==> config.mk <==
export PLATFORM = sky130hd
export DESIGN_NAME = bcd2bin_seq
export DESIGN_NICKNAME = d
export VERILOG_FILES = /design/src/rtl/bcd2bin_seq.sv
export SDC_FILE = /design/constraint.sdc
export NUM_CORES = 1
export LEC_CHECK = 0
export ABC_AREA = 1
export BUFFER_PORTS_ARGS = -buffer_cell sky130_fd_sc_hd__buf_2
export CAP_MARGIN = 25
export CORE_AREA = 4 4 53 55
export DETAILED_ROUTE_END_ITERATION = 7
export DIE_AREA = 0 0 57 59
export HOLD_SLACK_MARGIN = 0.1
export PLACE_DENSITY = 0.8
export SYNTH_ARGS = -nofsm -noshare
export SYNTH_HDL_FRONTEND = slang
export SYNTH_SLANG_ARGS = --single-unit
==> constraint.sdc <==
create_clock -name clk -period 5.9 [get_ports clk]
set_clock_uncertainty 0.05 [all_clocks]
set_input_delay 0.59 -clock clk [delete_from_list [all_inputs] [get_ports clk]]
set_output_delay 0.59 -clock clk [all_outputs]
set_load 0.01 [all_outputs]
==> src/rtl/bcd2bin_seq.sv <==
// Sequential packed-BCD to binary converter, one digit per clock, MSD first.
// Optional macro BCD2BIN_ERR_CHECK_EN enables per-digit (>9) error flagging.
module bcd2bin_seq #(
    parameter int unsigned DIGITS = 2,
    parameter int unsigned BIN_W  = 7
) (
    input  logic                  clk,
    input  logic                  rst_n,
    input  logic                  in_valid,
    output logic                  in_ready,
    input  logic [4*DIGITS-1:0]   bcd_in,
    output logic                  out_valid,
    input  logic                  out_ready,
    output logic [BIN_W-1:0]      bin_out,
    output logic                  err
);

    localparam int unsigned IN_W  = 4 * DIGITS;
    localparam int unsigned CNT_W = (DIGITS > 1) ? $clog2(DIGITS) : 1;

    typedef enum logic [1:0] {
        S_IDLE,
        S_CONV,
        S_DONE
    } state_t;

    state_t            state_q;
    state_t            state_d;
    logic [IN_W-1:0]   sr_q;
    logic [CNT_W-1:0]  cnt_q;
    logic [BIN_W-1:0]  acc_q;
    logic [3:0]        digit;
    logic [BIN_W-1:0]  acc_step;
    logic              last_digit;
    logic              accept;
    logic              conv_en;
    logic              retire;

    assign digit      = sr_q[IN_W-1 -: 4];
    assign acc_step   = acc_q * BIN_W'(10) + BIN_W'(digit);
    assign last_digit = (cnt_q == CNT_W'(DIGITS - 1));

    // State register
    always_ff @(posedge clk) begin
        if (!rst_n) begin
            state_q <= S_IDLE;
        end else begin
            state_q <= state_d;
        end
    end

    // Next-state logic
    always_comb begin
        state_d = state_q;
        case (state_q)
            S_IDLE: if (in_valid) state_d = S_CONV;
            S_CONV: if (last_digit) state_d = S_DONE;
            S_DONE: if (out_ready) state_d = in_valid ? S_CONV : S_IDLE;
            default: state_d = S_IDLE;
        endcase
    end

    // Handshake and datapath controls; a retiring DONE may accept in the same edge
    always_comb begin
        in_ready = 1'b0;
        conv_en  = 1'b0;
        retire   = 1'b0;
        case (state_q)
            S_IDLE: in_ready = 1'b1;
            S_CONV: conv_en  = 1'b1;
            S_DONE: begin
                in_ready = out_ready;
                retire   = out_ready;
            end
            default: ;
        endcase
        accept = in_valid & in_ready;
    end

    // Accumulator, digit shifter and result registers
    always_ff @(posedge clk) begin
        if (!rst_n) begin
            sr_q      <= '0;
            cnt_q     <= '0;
            acc_q     <= '0;
            bin_out   <= '0;
            out_valid <= 1'b0;
        end else begin
            if (accept) begin
                sr_q  <= bcd_in;
                acc_q <= '0;
                cnt_q <= '0;
            end else if (conv_en) begin
                sr_q  <= sr_q << 4;
                acc_q <= acc_step;
                cnt_q <= cnt_q + CNT_W'(1);
            end
            if (conv_en && last_digit) begin
                out_valid <= 1'b1;
                bin_out   <= acc_step;
            end else if (retire) begin
                out_valid <= 1'b0;
            end
        end
    end

`ifdef BCD2BIN_ERR_CHECK_EN
    logic err_acc_q;
    logic digit_bad;

    assign digit_bad = (digit > 4'd9);

    // Sticky invalid-digit flag, cleared on every accept
    always_ff @(posedge clk) begin
        if (!rst_n) begin
            err_acc_q <= 1'b0;
            err       <= 1'b0;
        end else begin
            if (accept) begin
                err_acc_q <= 1'b0;
            end else if (conv_en) begin
                err_acc_q <= err_acc_q | digit_bad;
            end
            if (conv_en && last_digit) begin
                err <= err_acc_q | digit_bad;
            end
        end
    end
`else
    assign err = 1'b0;
`endif

endmodule

# After elaboration in Yosys (flattened, before gate mapping)
# Index checks and enable logic that the tools add are counted.
# word_totals
regBits	26
elab_cells	34
inputBits	12
# classes
multipliers	1
n_eq_ne	5
n_mux	12
bitwise	2
reduce_logical	6
n_addsub	2
# ops
cell	count
2-to-1 mux 8 bit	2
adder 7 x 4 -> 7 bit	1
multiplier 7 x 3 -> 6 bit (second input constant)	1
2-to-1 mux 2 bit	3
!= test 2 bit (second input constant)	3
case mux 2 bit (3 select lines)	1
2-to-1 mux 1 bit	5
nonzero test 2 bit	2
AND reduction 3 bit	1
== test 2 x 1 -> 1 bit (second input constant)	1
== test 2 bit (second input constant)	1
logical NOT 2 bit	1
case mux 1 bit (2 select lines)	1
OR reduction 2 bit	1
adder 1 bit (second input constant)	1
bitwise AND 1 bit	1
logical AND 1 bit	1
NOT 1 bit	1

# Depth between registers and ports, before layout
# logic_depth
depth_word	4
mapped_depth	11
ltp_nobuf	11

# Worst setup path after synthesis
# OpenSTA, ideal clock, no wires.
# synth_path
path_type	register to register
startpoint	register acc_q[1]
endpoint	register bin_out[6]
path_stages_with_launch	12
slack_ns	4.001
t_required_ns	5.780
t_arrival_ns	1.780
n_path_buf	0
synth_period_minus_slack_ns	1.899
cell_sequence	dfxtp_1 > ha_1 > ha_1 > fa_1 > nand2_1 > nor2_1 > nand2_1 > nand2_1 > inv_1 > nand2_1 > nand2_1 > a21oi_1
# synth_via
elab_chain_cells	2
# synth_rtl
item	line_no	rtl
start: declaration	31	logic [BIN_W-1:0] acc_q;
start signal: assignment	95	acc_q <= acc_step;
multiplier 7 x 3 -> 6 bit	40	assign acc_step = acc_q * BIN_W'(10) + BIN_W'(digit);
adder 7 x 4 -> 7 bit	40	
end signal: assignment	100	bin_out <= acc_step;
end: declaration	14	output logic [BIN_W-1:0] bin_out,
# Every way passes these cells.
# A chain may end at the register's enable or synchronous reset.

# Worst setup path in the final report
# Ends and elaborated chain as after synthesis.

==> results by group <==
Outcome
  – Status: finished clean

Power
  – Comb pwr share: 0.164
  – PwrDens: 219 mW/mm^2
  – Tot Pwr: 315 uW
  – Worst vdd ir: 0.000247 V
  – Clk pwr share: 0.261
  – P_int: 221 uW
  – Seq pwr share: 0.574
  – P_leak: 0.678 nW
  – NetSw: 94.5 uW
  – Net Sw Frac: 0.300

Layout
  – Final cell count without fillers: 226
  – # diodes: 0
  – Fraction of layout cells with a size suffix above 1: 0.168
  – Design Area, Final: 0.00144 sq mm
  – Post-layout net count: 218
  – Final core utilization: 0.603
  – Area of the multi-input gates: 682 sq um
  – Reg area: 500 sq um
  – Fillers: 222
  – Area growth syn-to-layout: 11.5%

Drt
  – DR vias: 1,138
  – DRT Wirelength: 2670 um
  – Drt drc: 0
  – Via density: 5.04
  – WL per Instance: 11.8 um
  – ANT nets after route: 0
  – TritonRoute pass-1 iters: 4
  – 1st-iter DRT viols: 35

Placement
  – Post-Place Worst Slack: 3.87 ns
  – Dpl cells: 222
  – Port Buf Inserts: 20
  – Detailed-placement wirelength estimate: 2000 um
  – GPL Wtd Cong: 0.859
  – Placed inst area: 0.00141 sq mm

Floorplanning
  – Core area: 0.00239 sq mm
  – Core Rows: 18
  – Die ar.: 0.00336 sq mm
  – I/O Pins: 22
  – Chip width: 57 um
  – Die Y: 59 um
  – Starting Density: 0.540

Clocking
  – Worst-Skew Late Latency: 0.33 ns
  – CTS root buf: clkbuf_4
  – CTS Buffer Depth: 2
  – CTS tree: done
  – Clock Sinks: 25
  – H-tree Lvls: 1
  – Postcts setup bufs: 0
  – CTS Buf Count: 3
  – Worst-path clk slew: 0.15 ns
  – CTS resizes: 0
  – Hold buffers post-CTS: 0

Synth
  – Post-synth cell types: 25
  – Post-synth top area share: 0.388
  – Mapped cell area: 0.00129 sq mm
  – Cells after Synth: 175
  – Synth area leaders: dfxtp_1 39%, nand2_1 19%, a21oi_1 7.0%
  – Leading area contributor after synthesis: dfxtp_1
  – Register area share after synthesis: 0.388
  – Seq cells post-synth: 25
  – Yosys warns: 0
  – Syn avg cell area: 7.37 sq um
  – Post-Syn Nets: 196

Critical path
  – Worst setup SP type: register
  – Crit path max fanout: 4
  – R2r worst-path depth: 11
  – Endpoint class of the critical path: register
  – RR Endpoint: bin_out[6]
  – CP Data Required Time: 6.13 ns
  – Crit Path Class: register to register
  – Worst setup startpoint: acc_q[1]
  – Reg2reg start: acc_q[1]
  – Crit path DAT: 2.31 ns
  – Critical path endpoint: bin_out[6]
  – R2R setup slack: 3.82 ns

Run
  – Max_cap viols: 0

Global route
  – Total grt overflow: 0
  – First-pass GRT wire length: 4520 um
  – GRT Resource Usage Total: 0.172
  – Initial antenna violation count: 0
  – Largest net degree at the start of global routing: 16
  – Vias in the first global route: 1,118

STA
  – Final setup fails: 0
  – RSZ-0062 raised after global routing: false
  – Final hold vios: 0
  – Fmax: 480 MHz
  – Pins over their slew limit: 0
  – Final period utilization: 0.353
  – TNS Setup: 0 ns
  – Fin worst setup slack: 3.82 ns
  – Fin crit period: 2.08 ns
  – WHS: 0.424 ns

Hold path
  – Worst hold path type: register to register
## metal layers
layer / share of wire / wire length (um) / GRT usage
met1: 0.45 / 1200 / 0.196
met2: 0.49 / 1300 / 0.310
met3: 0.044 / 117 / 0.0436
met4: 0.021 / 57 / 0.0662
met5: 0 / 0 / 0
## critical path, cell delays in order (launching register included)
cell and delay [ns]:
dfxtp_1 0.37, ha_1 0.31, ha_1 0.21, fa_1 0.52, nand2_1 0.08, nor2_1 0.09, nand2_1 0.05, nand2_1 0.08
inv_1 0.04, nand2_1 0.06, nand2_1 0.05, a21oi_1 0.12
## state kept, by name (all words and copies together) (netlist names)
register / count
cnt_q: 1
bin_out: 7
out_valid: 1
state_q: 2
sr_q: 8
acc_q: 6
## cell families after synthesis
logic type | synth area share
and+or+nand+nor | 0.277
AOI/OAI and AO/OA | 0.129
buffers and inverters | 0.0834
DFF | 0.388
adders and majority gates | 0.0989
xor gates and xnor gates | 0.0204
other | 0.00291
## layout by cell type (no fill, tap or decap), types with 4 or more instances in the layout
master,Yosys,routed
nand2_1,66,66
dfxtp_1,25,25
buf_2,0,20
inv_1,18,18
a21oi_1,18,18
ha_1,7,7
nor2_1,6,6
nand3_1,5,5
a31oi_1,4,4
o21ai_0,4,4
## cell usage after synthesis
| cell type | n |
|---|---|
| nand2_1 | 66 |
| dfxtp_1 | 25 |
| a21oi_1 | 18 |
| inv_1 | 18 |
| ha_1 | 7 |
| nor2_1 | 6 |
| nand3_1 | 5 |
| a31oi_1 | 4 |
| o21ai_0 | 4 |
| xnor2_1 | 3 |
| buf_4 | 2 |
| fa_1 | 2 |
| inv_2 | 2 |
| nor2_4 | 2 |
| a211oi_1 | 1 |
| a21oi_4 | 1 |
| and2_1 | 1 |
| clkbuf_1 | 1 |
| clkinv_2 | 1 |
| conb_1 | 1 |
| inv_6 | 1 |
| nand2_2 | 1 |
| nand3b_1 | 1 |
| nor2_8 | 1 |
| o21a_1 | 1 |
## power groups by stage
| stage | registers, mW | logic, mW | clock network, mW |
|---|---|---|---|
| after global placement | 0.185 | 0.0497 | 0 |
| final | 0.181 | 0.0519 | 0.0823 |
| after CTS | 0.181 | 0.0520 | 0.0844 |
| after global routing | 0.182 | 0.0584 | 0.0900 |
| after detailed placement | 0.185 | 0.0512 | 0 |
| after floorplan | 0.184 | 0.0384 | 0 |
## cell type report
| type | count | area share |
|---|---|---|
| tap | 30 | 0.0261 |
| sequential | 25 | 0.348 |
| timing repair buffer | 20 | 0.0696 |
| clock inverter | 1 | 0.00522 |
| inverter | 22 | 0.0617 |
| clock buffer | 3 | 0.0157 |
| multi-input combinational | 125 | 0.474 |
## worst min-delay path by stage
| stage | end | startpoint | slack (ns) | cells after the start |
|---|---|---|---|---|
| 6_report | sr_q[1] | sr_q[1] | 0.42 | 2 |
| 5_1_grt | sr_q[2] | bcd_in[2] | 0.43 | 3 |
| 4_1_cts | sr_q[1] | sr_q[1] | 0.43 | 2 |
| 3_5_place_dp | sr_q[1] | sr_q[1] | 0.41 | 2 |
| 3_3_place_gp | bin_out[2] | bin_out[2] | 0.40 | 2 |
| 2_1_floorplan | sr_q[0] | sr_q[0] | 0.39 | 2 |
Note: power is estimated with default switching activity, not from simulation.
